===== config.mk =====
export PLATFORM = sky130hd
export DESIGN_NAME = aes256_cbc_framer
export DESIGN_NICKNAME = d
export VERILOG_FILES = /design/src/rtl/aes_pkg.sv /design/src/rtl/aes_pkcs7_pad.sv /design/src/rtl/aes256_cbc_framer.sv
export SDC_FILE = /design/constraint.sdc
export NUM_CORES = 1
export LEC_CHECK = 0
export CAP_MARGIN = 40
export CORE_AREA = 2 2 267 269
export DETAILED_ROUTE_END_ITERATION = 12
export DIE_AREA = 0 0 269 271
export GPL_ROUTABILITY_DRIVEN = 1
export GPL_TIMING_DRIVEN = 0
export PLACE_DENSITY = 0.55
export SYNTH_ARGS = -nofsm -noshare
export SYNTH_HDL_FRONTEND = slang
export SYNTH_SLANG_ARGS = --single-unit

===== constraint.sdc =====
create_clock -name Clk -period 40.9 [get_ports Clk]
set_input_delay 12.27 -clock Clk [delete_from_list [all_inputs] [get_ports Clk]]
set_output_delay 12.27 -clock Clk [all_outputs]
set_load 0.01 [all_outputs]

===== src/rtl/aes_pkg.sv =====
// Shared AES definitions: block/key widths, framer state encoding and the
// full PKCS#7 pad block.
package aes_pkg;

  localparam int AES_BLOCK_SIZE    = 128;
  localparam int AES256_KEY_LENGTH = 256;
  localparam int AES_BLOCK_BYTES   = AES_BLOCK_SIZE / 8;

  localparam logic [AES_BLOCK_SIZE-1:0] AES_PKCS7_FULL_PAD = {16{8'h10}};

  typedef enum logic [2:0] {
    ST_IDLE,
    ST_KEY_HI,
    ST_IV,
    ST_DATA,
    ST_PAD
  } framer_state_t;

endpackage


===== src/rtl/aes_pkcs7_pad.sv =====
// Combinational beat conditioner: measures the valid-byte run from tkeep bit 0,
// flags holes in tkeep, and zeroes or PKCS#7-pads the bytes beyond the run.
module aes_pkcs7_pad
  import aes_pkg::*;
(
  input  logic [AES_BLOCK_SIZE-1:0]  data,
  input  logic [AES_BLOCK_BYTES-1:0] keep,
  input  logic                       pad_enable,
  output logic [AES_BLOCK_SIZE-1:0]  padded,
  output logic [4:0]                 k,
  output logic                       contig_err
);

  logic       run;
  logic [7:0] pad_byte;

  always_comb begin
    k          = '0;
    contig_err = 1'b0;
    run        = 1'b1;
    for (int i = 0; i < AES_BLOCK_BYTES; i++) begin
      if (run && keep[i]) begin
        k = k + 5'd1;
      end else begin
        // a set bit after the first clear bit is a hole in the mask
        if (keep[i]) contig_err = 1'b1;
        run = 1'b0;
      end
    end
  end

  assign pad_byte = 8'd16 - {3'b000, k};

  always_comb begin
    padded = '0;
    for (int i = 0; i < AES_BLOCK_BYTES; i++) begin
      if (5'(i) < k)       padded[8*i +: 8] = data[8*i +: 8];
      else if (pad_enable) padded[8*i +: 8] = pad_byte;
      else                 padded[8*i +: 8] = 8'h00;
    end
  end

endmodule


===== src/rtl/aes256_cbc_framer.sv =====
// Frames key halves, IV and (padded) data into the CBC core command stream
// through a single registered output stage.
//   state  | meaning
//   IDLE   | waiting for a Cfg handshake; low key half loads on accept
//   KEY_HI | high key half pending load
//   IV     | IV pending load
//   DATA   | forwarding data beats from S_axis
//   PAD    | full 16x0x10 pad block pending load
module aes256_cbc_framer
  import aes_pkg::*;
(
  input  logic                         Clk,
  input  logic                         Rst,
  input  logic                         Cfg_valid,
  output logic                         Cfg_ready,
  input  logic [AES256_KEY_LENGTH-1:0] Cfg_key,
  input  logic [AES_BLOCK_SIZE-1:0]    Cfg_iv,
  input  logic                         Cfg_encrypt,
  input  logic                         S_axis_tvalid,
  output logic                         S_axis_tready,
  input  logic [AES_BLOCK_SIZE-1:0]    S_axis_tdata,
  input  logic [AES_BLOCK_BYTES-1:0]   S_axis_tkeep,
  input  logic                         S_axis_tlast,
  output logic                         M_axis_tvalid,
  input  logic                         M_axis_tready,
  output logic [AES_BLOCK_SIZE-1:0]    M_axis_tdata,
  output logic [AES_BLOCK_BYTES-1:0]   M_axis_tkeep,
  output logic                         M_axis_tlast,
  output logic                         M_axis_tuser,
  output logic                         Err
);

  framer_state_t             state_q, state_d;
  logic [AES_BLOCK_SIZE-1:0] key_hi_q, key_hi_d;
  logic [AES_BLOCK_SIZE-1:0] iv_q, iv_d;
  logic                      enc_q, enc_d;
  logic                      err_q, err_d;
  logic [AES_BLOCK_SIZE-1:0] m_data_q, m_data_d;
  logic                      m_last_q, m_last_d;
  logic                      m_user_q, m_user_d;
  logic                      m_valid_q, m_valid_d;

  logic                      free;
  logic [AES_BLOCK_SIZE-1:0] padded;
  logic [4:0]                k;
  logic                      contig_err;

  aes_pkcs7_pad u_pad (
    .data       (S_axis_tdata),
    .keep       (S_axis_tkeep),
    .pad_enable (enc_q & S_axis_tlast),
    .padded     (padded),
    .k          (k),
    .contig_err (contig_err)
  );

  assign free          = !m_valid_q || M_axis_tready;
  assign Cfg_ready     = (state_q == ST_IDLE) && free;
  assign S_axis_tready = (state_q == ST_DATA) && free;

  always_comb begin
    state_d   = state_q;
    key_hi_d  = key_hi_q;
    iv_d      = iv_q;
    enc_d     = enc_q;
    err_d     = err_q;
    m_data_d  = m_data_q;
    m_last_d  = m_last_q;
    m_user_d  = m_user_q;
    m_valid_d = m_valid_q;

    // an accepted beat drains the register unless something reloads it below
    if (free) m_valid_d = 1'b0;

    case (state_q)
      ST_IDLE: begin
        if (Cfg_valid && free) begin
          key_hi_d  = Cfg_key[255:128];
          iv_d      = Cfg_iv;
          enc_d     = Cfg_encrypt;
          err_d     = 1'b0;
          m_data_d  = Cfg_key[127:0];
          m_last_d  = 1'b0;
          m_user_d  = Cfg_encrypt;
          m_valid_d = 1'b1;
          state_d   = ST_KEY_HI;
        end
      end
      ST_KEY_HI: begin
        if (free) begin
          m_data_d  = key_hi_q;
          m_last_d  = 1'b0;
          m_user_d  = enc_q;
          m_valid_d = 1'b1;
          state_d   = ST_IV;
        end
      end
      ST_IV: begin
        if (free) begin
          m_data_d  = iv_q;
          m_last_d  = 1'b0;
          m_user_d  = enc_q;
          m_valid_d = 1'b1;
          state_d   = ST_DATA;
        end
      end
      ST_DATA: begin
        if (S_axis_tvalid && free) begin
          m_data_d  = padded;
          m_user_d  = enc_q;
          m_valid_d = 1'b1;
          // short beats are only legal as the final encrypt beat
          if (contig_err || ((k != 5'd16) && (!S_axis_tlast || !enc_q))) err_d = 1'b1;
          if (!S_axis_tlast) begin
            m_last_d = 1'b0;
          end else if (enc_q && (k == 5'd16)) begin
            m_last_d = 1'b0;
            state_d  = ST_PAD;
          end else begin
            m_last_d = 1'b1;
            state_d  = ST_IDLE;
          end
        end
      end
      ST_PAD: begin
        if (free) begin
          m_data_d  = AES_PKCS7_FULL_PAD;
          m_last_d  = 1'b1;
          m_user_d  = enc_q;
          m_valid_d = 1'b1;
          state_d   = ST_IDLE;
        end
      end
      default: state_d = ST_IDLE;
    endcase
  end

  always_ff @(posedge Clk or posedge Rst) begin
    if (Rst) begin
      state_q   <= ST_IDLE;
      key_hi_q  <= '0;
      iv_q      <= '0;
      enc_q     <= 1'b0;
      err_q     <= 1'b0;
      m_data_q  <= '0;
      m_last_q  <= 1'b0;
      m_user_q  <= 1'b0;
      m_valid_q <= 1'b0;
    end else begin
      state_q   <= state_d;
      key_hi_q  <= key_hi_d;
      iv_q      <= iv_d;
      enc_q     <= enc_d;
      err_q     <= err_d;
      m_data_q  <= m_data_d;
      m_last_q  <= m_last_d;
      m_user_q  <= m_user_d;
      m_valid_q <= m_valid_d;
    end
  end

  assign M_axis_tvalid = m_valid_q;
  assign M_axis_tdata  = m_data_q;
  assign M_axis_tkeep  = m_valid_q ? 16'hFFFF : 16'h0000;
  assign M_axis_tlast  = m_last_q;
  assign M_axis_tuser  = m_user_q;
  assign Err           = err_q;

endmodule

==> flow_summary.ini <==
[run_status]
status = complete, no violations

[worst_setup_path]
criticalPathCategory = primary input to output port
startpoint_type = primary input
startpoint = M_axis_tready
crit_family = buffers and inverters
reg2reg_to = M_axis_tdata[63]
cp.required_ns = 28.63
critPathMaxFanout = 3
r2r_slack_ns = 36.59
critPathBufInv = 2
arrival_ns = 13.78
cp_slowest_cell = clkdlybuf4s50_1
crit_top_cell = clkdlybuf4s50_1
r2r-start = state_q[1]
critPathMaxStageDelay_ns = 0.70
cp-end-kind = output port
reg2reg_depth = 13
cp_cell_sequence = clkdlybuf4s50_1 > nor2b_1 > nor3_1 > clkdlybuf4s50_1

[hold_path]
hp-class = flop to flop
whs_path_depth = 2
hold_path_startpoint = M_axis_tdata[58]
hold_end = M_axis_tdata[58]

[pwr]
finalPower_mw = 2.51
ir_worst_vdd_v = 0.0000387
cellLeakagePower_nw = 13.2
p_per_area_nw_per_um2 = 76.7

[logic_synthesis]
synth_edf_count = 0
synth.cell_area_um2 = 22500
syn-num-nets = 2950
synth-seq-cells = 392
postSynth.asyncResetShare_pct = 100
synth_cell_types = 94
avgSynthCellArea_um2 = 9.37
yosysSeqAreaShare_pct = 43.6
synthCells = 2400
synthFlopType = dfrtp_1
ys_warn_count = 0

[detailed_routing]
drc = 0
wl_um = 128000
vias = 23200
drt_iter0_drc = 2581
ant_nets = 0
routedWlPerCell_um = 30.6
avgViaCountPerCell = 5.54
first_pass_iters = 6

[clock_network]
post_cts_buffers = 0
clockRootBuffer = clkbuf_16
clkTransAtPathRegs_ns = 0.05
clk_latency_ns = 0.61
cts_resized = 0
cts-buffers-inserted = 48
cts_sinks = 392
htree_levels = 2
clockBufferDepth = 3
postCtsHoldBufs = 0
cts_tree = done

[global_route]
grt_first_pass_wirelength_um = 175000
overflow = 0
antenna_found_initial = 44
track_usage_pct = 34.1
grt_max_degree = 110
grt_pass1_vias = 23200

[placement]
gp_congestion = 0.975
io_buffers = 682
hpwl_um = 104000

[finish]
ff_latch_area_um2 = 9810
nFillCells = 6725
syn2layout_area_growth_pct = 45.6
multi_input_area_um2 = 11500
layout-drive-gt1-share_pct = 13.8
fin_nets = 3715

[timing]
setup_violations = 0
fmax_mhz = 38.4
rsz0062_at_grt = false
report.final.slew_viol_count = 0
hold_slack_ns = 0.479
skew_ns = 0.0275
tns_ns = 0
max_slew.worst_pin.slew_ns = 0.935
min_period_ns = 26.05
slew_headroom_pct = 36.1
hold_viol = 0
period_share_pct = 63.7

[die]
die_h_um = 271
num_rows = 97
die_area_um2 = 72900
design.portCount = 685
die_x_um = 269
start_util_pct = 32.2
core_area_um2 = 69800

[job]
maxCapViolations = 0
placed cells by master, fill, tap and decap left out, types with 77 or more instances in the layout:
cell type | synthesis | final
a21oi_1 | 164 | 164
a31oi_1 | 89 | 89
clkbuf_1 | 168 | 175
clkdlybuf4s50_1 | 0 | 682
dfrtp_1 | 392 | 392
inv_1 | 88 | 87
mux2_2 | 269 | 269
nand2_1 | 140 | 140
nand2b_1 | 119 | 119
nor2_1 | 144 | 144
nor3_1 | 77 | 77
o21ai_0 | 289 | 289
logic make-up (layout without fill, tap and decap cells):
| kind of cell | after synthesis | count (layout) | synth area share (%) |
|---|---|---|---|
| compound gates | 695 | 695 | 18.1 |
| xor+xnor | 28 | 28 | 1.64 |
| fa+ha+maj | 17 | 17 | 0.924 |
| buf+inv | 291 | 1093 | 5.26 |
| flops | 392 | 392 | 43.6 |
| mux | 305 | 305 | 15.2 |
| other cells | 0 | 35 | 0 |
| simple gates | 672 | 672 | 15.3 |
through the flow:
stage | setup slack, ns | instance area [um^2] | cells | utilization, %
after floorplan | 15.97 | 22500 | 2400 | -
after global placement | 12.16 | 30500 | 4022 | 43.7
after detailed placement | 14.90 | 30900 | 4054 | 44.3
after CTS | 14.89 | 32600 | 4141 | 46.8
after global routing | 14.81 | 32700 | 4171 | 46.9
final | 14.85 | 32700 | 4177 | 46.9
how the worst max path moves through the flow:
stage               depth (start not counted)        end  slack (ns)
finish                                      4  Cfg_ready       14.85
global route                                4  Cfg_ready       14.81
CTS                                         4  Cfg_ready       14.89
detailed placement                          4  Cfg_ready       14.90
global placement                            2   iv_q[53]       12.16
floorplan                                   2  Cfg_ready       15.97
sequential cells by signal, indices dropped and copies added (netlist names):
| name | count |
|---|---|
| enc_q | 1 |
| key_hi_q | 128 |
| M_axis_tvalid | 1 |
| state_q | 3 |
| M_axis_tdata | 128 |
| M_axis_tlast | 1 |
| M_axis_tuser | 1 |
| Err | 1 |
| iv_q | 128 |
tightest hold or removal path, stage by stage, from the launching register on:
cell	delay, ns
dfrtp_1	0.34
nand2_1	0.05
o21ai_0	0.06
layer usage:
| metal | part of all wire, % | vias to the layer above | track usage (%) |
|---|---|---|---|
| li1 | - | 10100 | - |
| met5 | 0.085 | - | 0 |
| met3 | 8.0 | 222 | 7.26 |
| met1 | 41 | 11600 | 44.3 |
| met2 | 48 | 1191 | 55.8 |
| met4 | 3.2 | 18 | 12.1 |
cell usage after synthesis (all sizes together), types with 8 or more instances:
cell type | instances | area share, %
and2 | 13 | 0.36
or3 | 40 | 1.1
nand4 | 16 | 0.50
nand3 | 34 | 0.78
nor2b | 35 | 0.97
nor3 | 78 | 1.8
a21oi | 166 | 3.8
o211ai | 19 | 0.63
nor2 | 146 | 2.5
o21ai | 299 | 6.8
nand2 | 142 | 2.4
ha | 15 | 0.83
inv | 89 | 1.5
o22ai | 18 | 0.59
a22oi | 20 | 0.67
mux2i | 35 | 1.7
a21boi | 8 | 0.27
buf | 34 | 0.97
clkbuf | 168 | 2.8
a31oi | 89 | 2.5
xnor2 | 17 | 0.93
nand2b | 119 | 3.3
a21o | 8 | 0.27
mux2 | 270 | 14
and3 | 15 | 0.44
dfrtp | 392 | 44
power breakdown:
group          internal, mW  leakage, nW  switching [mW]
clock network         0.279        0.832           0.190
logic                 0.547         7.65           0.777
registers             0.592         4.67           0.125
layout make-up:
type	count	share of cell area, %
well taps	940	3.59
repair buffers	715	22.3
clock inverters	23	1.01
clock buffers	64	4.16
multi-input cells	1717	35.1
flip-flops and latches	392	30.0
plain buffers	202	2.59
inverters	89	1.04
diodes	35	0.268
No activity file was read; power rests on OpenSTA's default activity.
